<file path="src/rtl/sect_pt_mul_arb.sv">
// -----------------------------------------------------------------------------
// sect_pt_mul_arb
//
// Round-robin arbiter that shares one sect_pt_mul point-multiplier core among
// NUM_REQ requesters. A winner is picked only in IDLE. Its scalar is handed to
// the core with a one-cycle core_start, the core result is captured on
// core_done, and the requester gets a one-cycle one-hot ack with
// rsp_x/rsp_y/rsp_err valid in that cycle.
//
// Optional feature (compile-time macro SECT_ARB_TIMEOUT_EN):
//   A BUSY watchdog aborts a job after TIMEOUT_CYCLES BUSY cycles. It pulses
//   core_clr, returns a zero point and sets rsp_err=1. Without the macro there
//   is no counter, rsp_err is tied to 0, and BUSY waits for core_done forever.
//
// Ports:
//   clk, rst_n  : system clock (rising edge) and async active-low reset
//   clr         : synchronous clear (back to IDLE, aborts the core)
//   req         : [NUM_REQ] level request lines, held until ack
//   req_d       : [NUM_REQ*M] scalars, slice i = req_d[i*M +: M]
//   ack         : [NUM_REQ] one-hot completion pulse
//   rsp_x/rsp_y : [M] result point, held until the next capture
//   rsp_err     : timeout flag, valid with ack
//   busy        : high whenever the FSM is not IDLE
//   core_start  : one-cycle start to the core
//   core_d      : [M] scalar to the core, stable from START through RESP
//   core_clr    : core abort (clr, or watchdog expiry)
//   core_done, core_x, core_y : core completion and result point
// -----------------------------------------------------------------------------
module sect_pt_mul_arb #(
  parameter int M              = 163,
  parameter int NUM_REQ        = 2,
  parameter int TIMEOUT_CYCLES = 65535
) (
  input  logic                 clk,
  input  logic                 rst_n,
  input  logic                 clr,
  input  logic [NUM_REQ-1:0]   req,
  input  logic [NUM_REQ*M-1:0] req_d,
  output logic [NUM_REQ-1:0]   ack,
  output logic [M-1:0]         rsp_x,
  output logic [M-1:0]         rsp_y,
  output logic                 rsp_err,
  output logic                 busy,
  output logic                 core_start,
  output logic [M-1:0]         core_d,
  output logic                 core_clr,
  input  logic                 core_done,
  input  logic [M-1:0]         core_x,
  input  logic [M-1:0]         core_y
);

  localparam int IDW = $clog2(NUM_REQ);
  localparam logic [IDW-1:0] LAST_RST = IDW'(NUM_REQ - 1);

  typedef enum logic [1:0] {
    IDLE  = 2'd0,
    START = 2'd1,
    BUSY  = 2'd2,
    RESP  = 2'd3
  } state_t;

  state_t               state_r;
  state_t               state_nx_s;
  logic [NUM_REQ-1:0]   ack_r;
  logic                 core_start_r;
  logic                 busy_r;
  logic [M-1:0]         rsp_x_r;
  logic [M-1:0]         rsp_y_r;
  logic [M-1:0]         core_d_r;
  logic [IDW-1:0]       gnt_id_r;
  logic [IDW-1:0]       last_gnt_r;
  logic [NUM_REQ-1:0]   req_eff_s;
  logic [IDW-1:0]       cand_s;
  logic [IDW-1:0]       win_s;
  logic                 found_s;
  logic [M-1:0]         win_d_s;
  logic                 tmo_hit_s;

  // One-hot decode of a requester index.
  function automatic logic [NUM_REQ-1:0] onehot(input logic [IDW-1:0] idx);
    logic [NUM_REQ-1:0] v;
    v = '0;
    for (int i = 0; i < NUM_REQ; i++) begin
      v[i] = (idx == IDW'(i));
    end
    return v;
  endfunction

  // The requester being acked this cycle still shows req high (it can only
  // drop it after seeing ack), so it is masked to avoid serving it twice.
  assign req_eff_s = req & ~ack_r;

  // Round-robin search starting just after the last granted requester.
  always_comb begin
    win_s   = '0;
    found_s = 1'b0;
    cand_s  = '0;
    for (int k = 1; k <= NUM_REQ; k++) begin
      cand_s = IDW'((int'(last_gnt_r) + k) % NUM_REQ);
      if (!found_s && req_eff_s[cand_s]) begin
        found_s = 1'b1;
        win_s   = cand_s;
      end else begin
        win_s   = win_s;
      end
    end
  end

  assign win_d_s = req_d[int'(win_s)*M +: M];

  // FSM next-state logic; clr overrides every state.
  always_comb begin
    state_nx_s = state_r;
    if (clr) begin
      state_nx_s = IDLE;
    end else begin
      case (state_r)
        IDLE: begin
          if (found_s) begin
            state_nx_s = START;
          end else begin
            state_nx_s = IDLE;
          end
        end
        START: state_nx_s = BUSY;
        BUSY: begin
          if (core_done || tmo_hit_s) begin
            state_nx_s = RESP;
          end else begin
            state_nx_s = BUSY;
          end
        end
        RESP:    state_nx_s = IDLE;
        default: state_nx_s = IDLE;
      endcase
    end
  end

  // FSM state register.
  always_ff @(posedge clk or negedge rst_n) begin
    if (!rst_n) begin
      state_r <= IDLE;
    end else begin
      state_r <= state_nx_s;
    end
  end

  // Grant latch, core handshake, result capture and ack generation.
  always_ff @(posedge clk or negedge rst_n) begin
    if (!rst_n) begin
      ack_r        <= '0;
      core_start_r <= 1'b0;
      busy_r       <= 1'b0;
      rsp_x_r      <= '0;
      rsp_y_r      <= '0;
      core_d_r     <= '0;
      gnt_id_r     <= '0;
      last_gnt_r   <= LAST_RST;
    end else if (clr) begin
      // Arbitration history and the last response survive a clear.
      ack_r        <= '0;
      core_start_r <= 1'b0;
      busy_r       <= 1'b0;
    end else begin
      ack_r        <= '0;
      core_start_r <= 1'b0;
      busy_r       <= (state_nx_s != IDLE);
      case (state_r)
        IDLE: begin
          if (found_s) begin
            gnt_id_r     <= win_s;
            core_d_r     <= win_d_s;
            core_start_r <= 1'b1;
          end else begin
            gnt_id_r     <= gnt_id_r;
          end
        end
        BUSY: begin
          if (core_done) begin
            rsp_x_r <= core_x;
            rsp_y_r <= core_y;
          end else if (tmo_hit_s) begin
            rsp_x_r <= '0;
            rsp_y_r <= '0;
          end else begin
            rsp_x_r <= rsp_x_r;
          end
        end
        RESP: begin
          ack_r      <= onehot(gnt_id_r);
          last_gnt_r <= gnt_id_r;
        end
        default: begin
          ack_r <= '0;
        end
      endcase
    end
  end

`ifdef SECT_ARB_TIMEOUT_EN
  localparam int WD_W = $clog2(TIMEOUT_CYCLES + 1);

  logic [WD_W-1:0] wd_cnt_r;
  logic            tmo_clr_r;
  logic            rsp_err_r;

  // Expires in the TIMEOUT_CYCLES-th BUSY cycle; core_done in that same cycle wins.
  assign tmo_hit_s = (state_r == BUSY) && !core_done &&
                     (wd_cnt_r == WD_W'(TIMEOUT_CYCLES - 1));

  // Watchdog counter, error flag and the one-cycle core abort pulse.
  always_ff @(posedge clk or negedge rst_n) begin
    if (!rst_n) begin
      wd_cnt_r  <= '0;
      tmo_clr_r <= 1'b0;
      rsp_err_r <= 1'b0;
    end else if (clr) begin
      wd_cnt_r  <= '0;
      tmo_clr_r <= 1'b0;
    end else begin
      tmo_clr_r <= 1'b0;
      case (state_r)
        START: wd_cnt_r <= '0;
        BUSY: begin
          if (core_done) begin
            rsp_err_r <= 1'b0;
          end else if (tmo_hit_s) begin
            rsp_err_r <= 1'b1;
            tmo_clr_r <= 1'b1;
          end else begin
            wd_cnt_r  <= wd_cnt_r + WD_W'(1);
          end
        end
        default: wd_cnt_r <= wd_cnt_r;
      endcase
    end
  end

  assign core_clr = rst_n & (clr | tmo_clr_r);
  assign rsp_err  = rsp_err_r;
`else
  assign tmo_hit_s = 1'b0;
  assign core_clr  = rst_n & clr;
  assign rsp_err   = 1'b0;
`endif

  // A clear suppresses an ack already in flight in the same cycle.
  assign ack        = clr ? '0 : ack_r;
  assign rsp_x      = rsp_x_r;
  assign rsp_y      = rsp_y_r;
  assign busy       = busy_r;
  assign core_start = core_start_r;
  assign core_d     = core_d_r;

endmodule

</file>
<file path="config.mk">
export PLATFORM = sky130hd
export DESIGN_NAME = sect_pt_mul_arb
export DESIGN_NICKNAME = d
export VERILOG_FILES = /design/src/rtl/sect_pt_mul_arb.sv
export SDC_FILE = /design/constraint.sdc
export NUM_CORES = 1
export LEC_CHECK = 0
export BUFFER_PORTS_ARGS = -buffer_cell sky130_fd_sc_hd__buf_2
export CORE_AREA = 2 2 450 452
export CTS_CLUSTER_SIZE = 40
export DETAILED_ROUTE_END_ITERATION = 6
export DIE_AREA = 0 0 452 454
export GPL_ROUTABILITY_DRIVEN = 0
export PLACE_DENSITY = 0.3
export RECOVER_POWER = 100
export SYNTH_ARGS = -nofsm -noshare
export SYNTH_HDL_FRONTEND = slang
export SYNTH_SLANG_ARGS = --single-unit
</file>
<file path="constraint.sdc">
create_clock -name clk -period 1.5 [get_ports clk]
set_input_delay 0.225 -clock clk [delete_from_list [all_inputs] [get_ports clk]]
set_output_delay 0.225 -clock clk [all_outputs]
set_load 0.01 [all_outputs]
</file>
# Word-level counts from Yosys, hierarchy flattened
# Cells that the tools add are included.
# word_totals
latch_bits	0
regBits	497
n_memories	0
romBits	0
ramBits	0
wordCells	49
# classes
n_bitwise	5
muxes	19
n_eq_ne	3
n_reduce_logical	7
multipliers	1
div	0
order_cmp	2
shift	1
add_sub_neg	2
# op_table
operator	n
$shiftx A326 B10 Y163	1
$mux W1	14
$mul A1 B8 Y9 const B	1
$mux W2	4
$pmux W2 S4	1
$reduce_and A3 Y1	2
$eq A2 B2 Y1 const B	2
$lt A1 B2 Y1 const B	2
$add A1 B1 Y1 const B	2
$and A2 B2 Y2	1
$eq A2 B1 Y1 const B	1
$logic_not A2 Y1	1
$not A1 Y1	2
$not A2 Y2	1
$reduce_and A2 Y1	1
$reduce_bool A2 Y1	1
$and A1 B1 Y1	1
$logic_and A1 B1 Y1	1
$logic_not A1 Y1	1

# Depth between registers and ports, before layout
# logic_depth
ltp_word	13
depth_mapped	7

# Worst setup path before layout
# Ideal clock, no wire load.
# synth_path
path_type	register -> register
startpoint	register state_r[0]
endpoint	register rsp_x_r[0] (netlist: rsp_x[0])
stages_incl_launch_ff	8
arrival_ps	1425
path_buffers	3
slack_ps	-50
setup_time_ps	125
path_cell_list	dfrtp_1 inv_1 ha_1 nand3_2 buf_6 buf_8 buf_12 mux2_4
# synth_via
elab_chain_cells	2
# synth_lines
element	line	source
start, declared	62	state_t state_r;
start signal, assigned	144	state_r <= state_nx_s;
$eq A2 B2 Y1	168	case (state_r)
$reduce_and A3 Y1 (no source line)	n/a	
end signal, assigned	180	rsp_x_r <= core_x;
end signal, assigned	186	rsp_x_r <= rsp_x_r;
end, declared	67	logic [M-1:0] rsp_x_r;
# Every way passes these cells.
# A chain may end at the register's enable or synchronous reset.

# Worst setup path in the final report
# layout_path
startpoint	register state_r[1]
endpoint	register core_d_r[155] (netlist: core_d[155])
# layout_via
elab_chain_cells	2
# layout_lines
element	line	source
$logic_not A2 Y1	168	
$reduce_and A3 Y1 (no source line)	n/a	
end signal, assigned	172	core_d_r <= win_d_s;
end, declared	69	logic [M-1:0] core_d_r;
# Every way passes these cells.

==> metrics.md <==
| Metric | Value |
|---|---|
| Status | complete, but fails checks |
| Violated checks | negative setup slack |
| Antenna violations before repair | 43 |
| Smallest hold slack | approximately 0.10 ns |
| Summed negative setup slack over all endpoints | -89.87 ns |
| H-tree depth | 3 |
| Core region area | ~200,000 um2 |
| Setup crit end | core_d[155] |
| Starting Density | 0.102 |
| Share of power burned in the clock network | 0.252 |
| Share of the clock period used by the worst path | 1.18 |
| Synthesized net count | ~2,300 |
| Post-synthesis cell type count | 30 |
| Cell-internal power | between 40 and 50 mW |
| Kind of launch point of the worst setup path | flop |
| Reg2Reg Capture Point | core_d[155] |
| Total wire length | around 140,000 um |
| Critical path buffers and inverters | 5 |
| CTS tree | yes |
| Wire length of the first global-routing pass | 182,000 um |
| Reg2Reg Setup Slack | -0.27 ns |
| Number of hold violations in the final report | 0 |
| Remaining routing DRC violations | 0 |
| Top cells by area, synth | dfrtp_1 61%, mux2_4 10%, mux2_2 10% |
| Setup repair after global routing missed its margin | yes |
| Sequential cell area fraction in the yosys report | 0.608 |
| DRT antenna net count | 0 |
| Critical Path Stages | 9 |
| Pin count of the biggest net entering global routing | 101 |
| Post-synthesis instance total | 1,611 |
| Fillcell total | around 22,000 |
| Clock latency on the worst-skew pair | 0.67 ns |
| Total routing resource utilization after global routing | 0.128 |
| Total Nets Final | around 4,200 |
| Total iterations of the first detailed-routing run | 5 |
| Slowest cell delay on critical path | between 0.4 and 0.5 ns |
| Number of global-route vias before repair | 21,973 |
| Chip Height | between 400 and 500 um |
| CTS clock-pin slew for the worst setup and hold paths | 0.06 ns |
| Sequence of cells on the critical path | buf_6, inv_4, ha_4, o211a_4, buf_12, buf_16, buf_16, nor2_2, a31oi_1 |
| Number of warnings reported in the yosys synthesis log | 0 |
| Layout Utilization | 0.208 |
| Critical path endpoint category | flop |
| Critical setup path kind | reg2reg |
| X dimension of the die | 452 um |
| Biggest area consumer among synthesized cells | dfrtp_1 |
| Most common library cells after synthesis | 496 x dfrtp_1, 327 x nand2_1, 186 x mux2_2 |
| Max Slew Vio Count | 0 |
| Count of state elements after synthesis | between 400 and 500 |
| Number of buffers on the longest clock path | 3 |
| Synth-to-Final Area Change | 104% |
| Average cell area after synthesis | 12.7 um2 |
| Data arrival at the endpoint of the critical path | 2.34 ns |
| Synth Flop Type | dfrtp_1 |
| Crit Path Max Fanout | 6 |
| Family of cells with the greatest summed delay on the critical path | buffers and inverters |
| Number of port buffers | between 1,000 and 1,500 |
| Drt first-iter violations | 1,327 |
| Required time at the endpoint of the critical path | between 2 and 2.5 ns |
| Number of enable flip-flop cells after synthesis | 0 |
| Clk Tree Root Cell | clkbuf_16 |
| Crit. Startpoint | state_r[1] |
| Final setup margin | -0.274 ns |
| Hpwl dp | about 110,000 um |
| Crit-path slowest cell | dfrtp_1 |
| Leak Pwr | 19.6 nW |
| Number of CTS-inserted buffers | 70 |
| Net switching component of the power | 24.9 mW |
| Number of ports placed on the die boundary | about 1,200 |
| Worst-case vdd ir drop | about 1200 uV |
| Total setup violations reported at the end of the flow | 666 |
| Max_slew headroom | 0.492 |
| Share of post-route cells with drive strength above 1 | 0.524 |
| Total Die Area | 205,000 um2 |
| Switching power share of the total | 0.369 |
| Final critical-path required period | between 1.5 and 2 ns |
| Power per cell area | roughly 1600 nW/um2 |
| Grt ovf | 0 |
| Fraction of synthesized cell area taken by the top area cell type | 0.607 |
| Achievable frequency | between 0.5 and 0.6 GHz |
| Number of violations of the max-capacitance limit | 0 |
| Portion of total power attributed to sequential cells | 0.353 |
| Transition time of the tightest slew-check pin | about 0.76 ns |
| Comb power frac | 0.395 |
| Critical R2R Launch | state_r[1] |
| Worst hold path type | in2reg |
| Clock Sinks | just under 500 |
| Mean number of vias per cell | 3.34 |
| Crit path top cell by count | buf_16 |
| Cells on worst reg2reg path | 9 |
| Routed via count | ~21,000 |
| Ys async rst share | 1.00 |
| Most numerous cell in the Yosys netlist | dfrtp_1 |
| Avg WL per Cell | about 22 um |
| Synthesized area | just over 20,000 um2 |
| Row count | approximately 170 |
| Post-Route Skew | roughly 0.028 ns |
[power groups by stage]
stage / Sequential (mW) / Combinational [mW] / Clock [mW]
finish: 23.9 / 26.7 / 17.0
global route: 24.6 / 28.5 / 18.3
CTS: 23.6 / 26.2 / 17.8
detailed placement: 23.7 / 23.0 / 0
global placement: 23.7 / 23.1 / 0
floorplan: 25.3 / 7.68 / 0
[layer usage]
layer | up-vias | wire, um | part of all wire | global-route usage
met5 | - | 67 | 0.00047 | 0
met2 | 832 | 67600 | 0.48 | 0.207
met3 | 155 | 10100 | 0.071 | 0.0382
met4 | 10 | 3200 | 0.023 | 0.0354
li1 | 9503 | - | - | -
met1 | 10663 | 60700 | 0.43 | 0.164
[cells by family (layout without fill, tap and decap cells)]
logic type / count (synthesis) / in the layout / synth area share
simple gates: 504 / 504 / 0.0945
flops: 497 / 497 / 0.608
mux: 327 / 327 / 0.206
compound gates: 167 / 167 / 0.0512
buf+inv: 111 / 2136 / 0.0383
fa+ha+maj: 4 / 4 / 0.00245
other cells: 1 / 21 / 0.000183
[cell type report]
class	count	area [um2]	area share
flip-flops and latches	497	12400	0.298
well taps	2672	3340	0.0801
inverters	3	13.8	0.000330
repair buffers	2008	15700	0.377
diodes	20	50.0	0.00120
clock inverters	23	289	0.00692
clock buffers	102	1980	0.0475
multi-input cells	1003	7890	0.189
[worst min-delay path, cell delays in order]
cell	delay, ns
buf_2	0.10
nor2b_1	0.14
o21ai_0	0.16
a21oi_1	0.08
[registers in the layout, indices dropped and copies added (netlist names)]
name and cells:
state_r 2, rsp_x 163, ack_r 2, rsp_y 163, gnt_id_r 1, last_gnt_r 1
core_start 1, busy 1, core_d 163
[worst min path at each step]
stage	start	end	slack, ns	cells past startpoint
finish	req[0]	state_r[0]	0.10	4
global route	req[0]	state_r[0]	0.06	4
CTS	req[0]	state_r[0]	0.006	4
detailed placement	rst_n	core_d[158]	0.1	1
global placement	rst_n	core_d[158]	0.10	1
floorplan	rst_n	ack_r[0]	-0.07	0
[cell usage in the layout, fill, tap and decap left out, drive strengths merged]
| cell type | count |
|---|---|
| dfstp | 1 |
| and3 | 1 |
| inv | 7 |
| ha | 4 |
| or2 | 1 |
| a21oi | 1 |
| nor2b | 5 |
| diode | 20 |
| bufbuf | 1 |
| buf | 1322 |
| clkinv | 14 |
| a31oi | 163 |
| dfrtp | 496 |
| conb | 1 |
| clkinvlp | 1 |
| o21ai | 1 |
| nand3 | 1 |
| o211a | 1 |
| a21o | 1 |
| dlygate4sd3 | 656 |
| bufinv | 4 |
| nor2 | 164 |
| clkbuf | 131 |
| and2 | 2 |
| nand2 | 328 |
| nand3b | 2 |
| mux2 | 327 |
[metrics by stage]
stage,power (mW),cell area [um2],setup slack (ns),instances
after floorplan,33.0,20500,0.00743,1611
after global placement,46.8,30300,-0.254,5446
after detailed placement,46.7,30300,-0.263,5446
after CTS,67.6,40600,-0.263,6280
after global routing,71.3,41700,-0.332,6318
final,67.6,41700,-0.274,6328
[repair_timing]
item	4_1_cts	5_1_grt
hold buffers	657	0
endpoints found under the hold margin	990	0
endpoints found under the setup margin	905	878
cloned	22	25
pin swaps	23	27
buffers inserted	30	10
resized for setup	122	144
No activity file was read; power rests on OpenSTA's default activity.
